===== src/rtl/uart_pkg.sv =====
// -----------------------------------------------------------------------------
// uart_pkg
// Shared definitions for the UART transmitter and receiver: transmit FSM
// state encoding, frame geometry constants and the default bit period.
// -----------------------------------------------------------------------------
package uart_pkg;

    typedef enum logic [1:0] {
        IDLE  = 2'd0,
        START = 2'd1,
        DATA  = 2'd2,
        STOP  = 2'd3
    } tx_state_t;

    localparam int   UART_DATA_BITS  = 8;
    localparam int   UART_FRAME_BITS = 10;
    localparam logic UART_LINE_IDLE  = 1'b1;

    // 50 MHz / 115200 baud; the receiver uses the same value.
    localparam int   UART_CLKS_PER_BAUD_DEFAULT = 434;

endpackage : uart_pkg


===== src/rtl/uart_baud_ctr.sv =====
// -----------------------------------------------------------------------------
// uart_baud_ctr
// Bit-period counter. Counts 0..CLKS_PER_BAUD_PERIOD-1 while enabled and
// wraps at each bit boundary; held at zero while disabled.
// Ports:
//   i_clk    - system clock
//   i_rst_n  - synchronous active-low reset
//   en       - count enable
//   count    - current position inside the bit period
//   bit_end  - high in the last cycle of a bit period (only when enabled)
// -----------------------------------------------------------------------------
module uart_baud_ctr
    import uart_pkg::*;
#(
    parameter int   CLKS_PER_BAUD_PERIOD = UART_CLKS_PER_BAUD_DEFAULT,
    localparam int  CNT_W = (CLKS_PER_BAUD_PERIOD > 1) ? $clog2(CLKS_PER_BAUD_PERIOD) : 1
) (
    input  logic             i_clk,
    input  logic             i_rst_n,
    input  logic             en,
    output logic [CNT_W-1:0] count,
    output logic             bit_end
);

    if (CLKS_PER_BAUD_PERIOD < 2) begin : g_bad_period
        $error("uart_baud_ctr: CLKS_PER_BAUD_PERIOD must be >= 2");
    end

    localparam logic [CNT_W-1:0] LAST_CNT = CNT_W'(CLKS_PER_BAUD_PERIOD - 1);

    logic [CNT_W-1:0] count_r;

    // Bit-period counter: wraps at the last count, parked at zero when idle.
    always_ff @(posedge i_clk) begin
        if (!i_rst_n) begin
            count_r <= {CNT_W{1'b0}};
        end else if (!en) begin
            count_r <= {CNT_W{1'b0}};
        end else if (count_r == LAST_CNT) begin
            count_r <= {CNT_W{1'b0}};
        end else begin
            count_r <= count_r + CNT_W'(1);
        end
    end

    assign count   = count_r;
    assign bit_end = en && (count_r == LAST_CNT);

endmodule : uart_baud_ctr


===== src/rtl/uart_txr.sv =====
// -----------------------------------------------------------------------------
// uart_txr
// 8N1 UART transmitter with a one-byte holding register so that a byte
// queued during a frame follows the current stop bit with no idle gap.
// Ports:
//   i_clk         - system clock (rising edge)
//   i_rst_n       - synchronous active-low reset
//   i_data_valid  - host presents a byte
//   i_data_byte   - byte to send, sampled only when accepted
//   o_data_ready  - a byte can be accepted this cycle (holding register empty)
//   o_tx_line     - registered serial output, idle high
//   o_busy        - a frame is being driven
//   o_tx_done     - one-cycle pulse in the last cycle of each stop bit
// -----------------------------------------------------------------------------
module uart_txr
    import uart_pkg::*;
#(
    parameter int CLKS_PER_BAUD_PERIOD = UART_CLKS_PER_BAUD_DEFAULT
) (
    input  logic       i_clk,
    input  logic       i_rst_n,
    input  logic       i_data_valid,
    input  logic [7:0] i_data_byte,
    output logic       o_data_ready,
    output logic       o_tx_line,
    output logic       o_busy,
    output logic       o_tx_done
);

    localparam int CNT_W = (CLKS_PER_BAUD_PERIOD > 1) ? $clog2(CLKS_PER_BAUD_PERIOD) : 1;
    // Seeing this count in STOP means the next cycle is the final stop cycle,
    // which lets o_tx_done come straight from a flop.
    localparam logic [CNT_W-1:0] PRE_LAST_CNT = CNT_W'(CLKS_PER_BAUD_PERIOD - 2);
    localparam logic [2:0]       LAST_BIT     = 3'(UART_DATA_BITS - 1);

    tx_state_t                   state_r, state_s;
    logic [UART_DATA_BITS-1:0]   shift_r, shift_s;
    logic [UART_DATA_BITS-1:0]   hold_r, hold_s;
    logic                        hold_full_r, hold_full_s;
    logic [2:0]                  bit_ctr_r, bit_ctr_s;
    logic                        tx_line_r, tx_line_s;
    logic                        busy_r, ready_r, done_r, done_s;
    logic                        accept_s, baud_en_s, bit_end_s;
    logic [CNT_W-1:0]            baud_cnt_s;

    assign accept_s  = i_data_valid && ready_r;
    assign baud_en_s = (state_r != IDLE);

    uart_baud_ctr #(
        .CLKS_PER_BAUD_PERIOD(CLKS_PER_BAUD_PERIOD)
    ) u_baud_ctr (
        .i_clk   (i_clk),
        .i_rst_n (i_rst_n),
        .en      (baud_en_s),
        .count   (baud_cnt_s),
        .bit_end (bit_end_s)
    );

    // Next-state logic for the frame FSM, shift register and holding register.
    always_comb begin
        state_s     = state_r;
        shift_s     = shift_r;
        hold_s      = hold_r;
        hold_full_s = hold_full_r;
        bit_ctr_s   = bit_ctr_r;

        // Any byte accepted mid-frame is parked in the holding register.
        if (accept_s && (state_r != IDLE)) begin
            hold_s      = i_data_byte;
            hold_full_s = 1'b1;
        end else begin
            hold_s      = hold_r;
        end

        case (state_r)
            IDLE: begin
                if (accept_s) begin
                    shift_s = i_data_byte;
                    state_s = START;
                end else begin
                    state_s = IDLE;
                end
            end
            START: begin
                if (bit_end_s) begin
                    state_s   = DATA;
                    bit_ctr_s = 3'd0;
                end else begin
                    state_s   = START;
                end
            end
            DATA: begin
                if (bit_end_s) begin
                    shift_s = {1'b0, shift_r[UART_DATA_BITS-1:1]};
                    if (bit_ctr_r == LAST_BIT) begin
                        state_s = STOP;
                    end else begin
                        bit_ctr_s = bit_ctr_r + 3'd1;
                    end
                end else begin
                    state_s = DATA;
                end
            end
            STOP: begin
                if (bit_end_s) begin
                    if (hold_full_r) begin
                        shift_s     = hold_r;
                        hold_full_s = 1'b0;
                        state_s     = START;
                    end else if (accept_s) begin
                        // Byte arriving on the boundary goes straight to the shifter.
                        shift_s     = i_data_byte;
                        hold_s      = hold_r;
                        hold_full_s = 1'b0;
                        state_s     = START;
                    end else begin
                        state_s     = IDLE;
                    end
                end else begin
                    state_s = STOP;
                end
            end
            default: begin
                state_s = IDLE;
            end
        endcase
    end

    // Line level for the upcoming cycle, derived from the next state.
    always_comb begin
        tx_line_s = UART_LINE_IDLE;
        case (state_s)
            IDLE:    tx_line_s = UART_LINE_IDLE;
            START:   tx_line_s = 1'b0;
            DATA:    tx_line_s = shift_s[0];
            STOP:    tx_line_s = 1'b1;
            default: tx_line_s = UART_LINE_IDLE;
        endcase
    end

    assign done_s = (state_r == STOP) && (baud_cnt_s == PRE_LAST_CNT);

    // State and registered outputs.
    always_ff @(posedge i_clk) begin
        if (!i_rst_n) begin
            state_r     <= IDLE;
            shift_r     <= {UART_DATA_BITS{1'b0}};
            hold_r      <= {UART_DATA_BITS{1'b0}};
            hold_full_r <= 1'b0;
            bit_ctr_r   <= 3'd0;
            tx_line_r   <= UART_LINE_IDLE;
            busy_r      <= 1'b0;
            ready_r     <= 1'b1;
            done_r      <= 1'b0;
        end else begin
            state_r     <= state_s;
            shift_r     <= shift_s;
            hold_r      <= hold_s;
            hold_full_r <= hold_full_s;
            bit_ctr_r   <= bit_ctr_s;
            tx_line_r   <= tx_line_s;
            busy_r      <= (state_s != IDLE);
            ready_r     <= !hold_full_s;
            done_r      <= done_s;
        end
    end

    assign o_data_ready = ready_r;
    assign o_tx_line    = tx_line_r;
    assign o_busy       = busy_r;
    assign o_tx_done    = done_r;

endmodule : uart_txr

===== config.mk =====
export PLATFORM = sky130hd
export DESIGN_NAME = uart_txr
export DESIGN_NICKNAME = d
export VERILOG_FILES = /design/src/rtl/uart_pkg.sv /design/src/rtl/uart_baud_ctr.sv /design/src/rtl/uart_txr.sv
export SDC_FILE = /design/constraint.sdc
export NUM_CORES = 1
export LEC_CHECK = 0
export ABC_AREA = 1
export BUFFER_PORTS_ARGS = -buffer_cell sky130_fd_sc_hd__buf_2
export CAP_MARGIN = 25
export CORE_UTILIZATION = 40
export DETAILED_ROUTE_END_ITERATION = 10
export GPL_TIMING_DRIVEN = 1
export HOLD_SLACK_MARGIN = 0.12
export PLACE_DENSITY_LB_ADDON = 0.15
export SYNTH_ARGS = -nofsm -noshare
export SYNTH_HDL_FRONTEND = slang
export SYNTH_HIERARCHICAL = 1
export SYNTH_SLANG_ARGS = --single-unit
export TNS_END_PERCENT = 30

===== constraint.sdc =====
create_clock -name i_clk -period 2.54 [get_ports i_clk]
set_clock_uncertainty 0.05 [all_clocks]
set_input_delay 0.508 -clock i_clk [delete_from_list [all_inputs] [get_ports i_clk]]
set_output_delay 0.508 -clock i_clk [all_outputs]
set_load 0.03 [all_outputs]

# == Word-level counts from Yosys, hierarchy flattened ==
# Index checks and enable logic that the tools add are counted.
# word_totals
reg_bits,35
latchBits,0
ramBits,0
mem_bits_ro,0
input_bits,11
out_inout_bits,4
word_cells,71
memories,0
# classes
addsub,2
n_mul,0
div,0
order_cmp,0
n_eq_ne,14
shift,0
n_mux,27
bitwise_logic,2
reduce_logical,15
# op_table
op,count
8-bit two-way mux,9
8-bit case mux with 3 select lines,1
"9-bit == test, second input constant",2
"9-bit by 1-bit adder with 9-bit output, second input constant",1
3-bit two-way mux,3
"2-bit == test, second input constant",4
2-bit two-way mux,4
"2-bit != test, second input constant",4
2-bit case mux with 4 select lines,1
1-bit two-way mux,7
3-bit case mux with 2 select lines,1
2-bit nonzero test,3
"2-bit by 1-bit == test with 1-bit output, second input constant",2
1-bit logical AND,4
2-bit logical NOT,2
"4-bit != test, second input constant",1
4-bit AND reduction,1
"3-bit by 1-bit adder with 3-bit output, second input constant",1
"3-bit == test, second input constant",1
1-bit case mux with 3 select lines,1
3-bit AND reduction,1
3-bit nonzero test,1
3-bit OR reduction,1
1-bit inverter,2
other kinds (2),2

# == Longest topological paths before layout ==
# logic_depth
word_depth,8
mapped_depth,16
depth_no_buf,16

# == Hierarchy ==
# The synthesis kept the hierarchy.
# modules_own_cells
module,instances,cells_per_inst,area_each_um2,seq_area_each_um2
uart_txr,1,198,1395.1,520.5
uart_baud_ctr,1,66,484.2,180.2

# == Worst setup path before layout ==
# OpenSTA, ideal clock, no wires.
# synth_timing
path_kind,reg2reg
from,register u_baud_ctr.count_r[0] (netlist: u_baud_ctr/count[0])
to,register tx_line_r (netlist: o_tx_line)
arrival_time_ns,1.844
setup_slack_ns,0.522
stages_incl_launch_ff,15
path_buffers,0
period_less_slack_ns,2.018
cell_sequence,dfxtp_1 > ha_1 > nand2_1 > nor2_2 > nand2_2 > nor2_1 > inv_2 > nand2_1 > o21ai_0 > o211ai_1 > nand2_1 > ha_1 > nand2_1 > nand2_1 > nand2_1
# synth_via
elab_chain_cells,7
word_cells_on_any_way,15
classes_between,eq/ne (4); mux (8); reduce/logical (3)
# synth_rtl
item,line_no,source
"start, declared",uart_baud_ctr.sv:31,logic [CNT_W-1:0] count_r;
"start signal, assigned",uart_baud_ctr.sv:36,count_r <= {CNT_W{1'b0}};
"start signal, assigned",uart_baud_ctr.sv:38,count_r <= {CNT_W{1'b0}};
"start signal, assigned",uart_baud_ctr.sv:40,count_r <= {CNT_W{1'b0}};
9-bit == test *,uart_baud_ctr.sv:47,assign bit_end = en && (count_r == LAST_CNT);
1-bit logical AND *,uart_baud_ctr.sv:47,
via bit_end_s,uart_txr.sv:43,"logic accept_s, baud_en_s, bit_end_s;"
"2-bit two-way mux, on equally long branches","uart_txr.sv:105, uart_txr.sv:85, uart_txr.sv:93",
2-bit case mux with 4 select lines,uart_txr.sv:75,case (state_r)
2-bit == test / 2-bit logical NOT (equally long branches),uart_txr.sv:132,case (state_s)
2-bit OR reduction (no source line),n/a,
1-bit case mux with 3 select lines *,uart_txr.sv:132,
"end signal, assigned",uart_txr.sv:161,tx_line_r <= tx_line_s;
"end, declared",uart_txr.sv:41,"logic tx_line_r, tx_line_s;"
# The timed path passes the listed nets; every way through them passes the cells marked *. The select of a mux whose other input is x is not followed.
# A chain may end at the register's enable or synchronous reset.

# == Worst setup path in the final report ==
# Ends and elaborated chain as after synthesis.

==> flow_summary.json <==
{
  "swShare": 0.280,
  "place_area_um2": 2040,
  "drive_gt1_frac": 0.208,
  "finalHoldViolations": 0,
  "slew_headroom": 0.750,
  "critPathKind": "flip-flop to flip-flop",
  "cpLargestDelayFamily": "simple AND/OR/NAND/NOR gates",
  "cp.arrival_ns": 2.35,
  "fmax_mhz": 449,
  "num_io_pins": 15,
  "hpwlAfterDp_um": 2870,
  "timing.setup.tns_ns": 0,
  "drt-total-wl_um": 3970,
  "synth-seq-cells": 35,
  "cts_tree": "built",
  "async_flop_share": 0,
  "crit_path_cell_trace": "ha_1 > nand2_1 > nor2_2 > nand2_2 > nor2_1 > inv_2 > nand2_1 > o21ai_0 > o211ai_1 > nand2_1 > ha_1 > nand2_1 > nand2_1 > nand2_1",
  "p_clk_frac": 0.336,
  "dp_slack_ns": 0.335,
  "p_sw_mw": 0.337,
  "initial_core_util": 0.423,
  "syn2layout_area_growth_pct": 13.4,
  "design_area_um2": 2130,
  "antenna_left": 0,
  "grt_max_degree": 17,
  "pwr-share-seq": 0.501,
  "portBuffers": 14,
  "critPathMaxFanout": 10,
  "ys.flop_type": "dfxtp_1",
  "finalCritPeriodShare": 0.876,
  "overflow": 0,
  "cts_setup_buffers": 0,
  "core_um2": 4440,
  "dieHeight_um": 70.5,
  "grt_pass1_wl_um": 7220,
  "syn_nets": 282,
  "wl_per_cell_um": 11.7,
  "cts.sinks": 35,
  "post-route-min-period_ns": 2.23,
  "drcViolationCount": 0,
  "startpoint_type": "flip-flop",
  "rsz0062_at_grt": "no",
  "status": "finished, final reports clean",
  "ir_drop_v": 0.000378,
  "syn_area_um2": 1880,
  "setup_violations": 0,
  "path_common_cell": "nand2_1",
  "postCtsHoldBufs": 0,
  "reg2reg_slack_ns": 0.31,
  "crit_path_max_incr_delay_ns": 0.44,
  "nNetsFinal": 306,
  "hold_slack_ns": 0.425,
  "grt_pass1_vias": 1627,
  "rows": 24,
  "synth_area_per_cell_um2": 7.12,
  "combPwrFrac": 0.163,
  "synth_warnings": 6,
  "power_density_nw_per_um2": 564,
  "grtUsageTotal": 0.184,
  "slew_viol_final": 0,
  "crit_buf_inv": 1,
  "min_path_type": "flip-flop to flip-flop",
  "yosysSeqAreaShare": 0.373,
  "yosysMostFrequentCell": "nand2_1",
  "worstMarginPinSlew_ns": 0.373,
  "synth_edf_count": 0,
  "htree_levels": 2,
  "clk_latency_ns": 0.28,
  "antenna_cells": 0,
  "num_vias": 1646,
  "post_cts_resized": 0,
  "dr.pass1.iters": 4,
  "maxCapViolCount": 0,
  "synth_area_leaders": "dfxtp_1, nand2_1, nor2_1, inv_1, ha_1",
  "worstSetupEndpointType": "flip-flop",
  "postSynthCellCount": 264,
  "synth_common_cells": "nand2_1, nor2_1, dfxtp_1, inv_1, o21ai_0",
  "layout_setup_ws_ns": 0.314,
  "gp_congestion": 0.829,
  "synth_top_area_share": 0.373,
  "clkTransAtPathRegs_ns": 0.07,
  "yosysUniqueCellTypes": 30,
  "p_int_mw": 0.866,
  "cts_buffer_depth": 2,
  "grt_antenna_before_repair": 0,
  "yosysTopAreaCell": "dfxtp_1",
  "fp.dieArea_um2": 4980,
  "cts_root_buf": "clkbuf_8",
  "avgViaCountPerCell": 4.84,
  "cts_inserted_buffers": 5,
  "crit_required_ns": 2.66,
  "crit_slowest_cell": "dfxtp_1",
  "p_leak_nw": 0.905,
  "first_iter_violations": 52,
  "die_w_um": 70.5
}
## layer usage
metal | global-route usage | wire, um | vias to the layer above
met5 | 0 | 0 | -
met4 | 0.0844 | 48 | 0
met3 | 0.0442 | 106 | 4
met2 | 0.297 | 1800 | 22
met1 | 0.233 | 2020 | 735
li1 | - | - | 885
## power by group through the flow
stage                     Combinational (mW)  Sequential, mW  Clock (mW)
final                                  0.196           0.603       0.404
after global routing                   0.227           0.607       0.443
after CTS                              0.198           0.603       0.418
after detailed placement               0.197           0.615           0
after global placement                 0.196           0.615           0
after floorplan                        0.131           0.625           0
## cell type report
class | count | area [um^2]
fill | 485 | 2310
multi-input combinational | 185 | 1010
sequential | 35 | 701
inverter | 42 | 163
timing repair buffer | 19 | 108
clock buffer | 6 | 82.6
tap | 52 | 65.1
clock inverter | 1 | 5.00
## worst reg2reg max path: stages, from the launching register on
cell      delay, ns
dfxtp_1        0.44
ha_1           0.18
nand2_1        0.06
nor2_2         0.12
nand2_2        0.08
nor2_1         0.19
inv_2          0.15
nand2_1        0.09
o21ai_0        0.07
o211ai_1       0.09
nand2_1        0.13
ha_1           0.31
nand2_1        0.06
nand2_1        0.05
nand2_1        0.04
## kinds of logic after synthesis
| family | synth area share |
|---|---|
| adder cells (fa/ha/maj) | 0.0466 |
| AND/OR/NAND/NOR | 0.314 |
| flip-flops | 0.373 |
| AO/OA/AOI/OAI | 0.166 |
| XOR/XNOR | 0.00932 |
| buffers and inverters | 0.0905 |
## flip-flops by register name, summed over array words and instances (netlist names), 2 cells and up
register and cells:
state_r 2, shift_r 8, bit_ctr_r 3, hold_r 8
u_baud_ctr/count 9
## final timing paths
path / start / endpoint / cells after the start
worst max-delay path: u_baud_ctr/count[0]$_SDFF_PP0_ / o_tx_line$_SDFF_PN1_ / 14
worst min-delay path: hold_r[7]$_SDFFE_PN0P_ / hold_r[7]$_SDFFE_PN0P_ / 2
worst max register to register: u_baud_ctr/count[0]$_SDFF_PP0_ / o_tx_line$_SDFF_PN1_ / 14
worst min register to register: hold_r[7]$_SDFFE_PN0P_ / hold_r[7]$_SDFFE_PN0P_ / 2
## metrics by stage
stage	utilization	power (mW)	std cells
finish	0.480	1.20	340
global route	0.480	1.28	340
CTS	0.480	1.22	340
detailed placement	0.460	0.812	333
global placement	0.460	0.811	333
floorplan	-	0.756	264
## cell usage in the layout, fill, tap and decap left out, types with 10 or more instances in the layout
cell | synthesis | final
nand2_1 | 53 | 53
nor2_1 | 37 | 37
inv_1 | 35 | 35
dfxtp_1 | 35 | 35
buf_2 | 0 | 14
o21ai_0 | 13 | 13
nand3_1 | 11 | 11
nor2_2 | 10 | 10
a21oi_1 | 10 | 10
No activity file was read; power rests on OpenSTA's default activity.
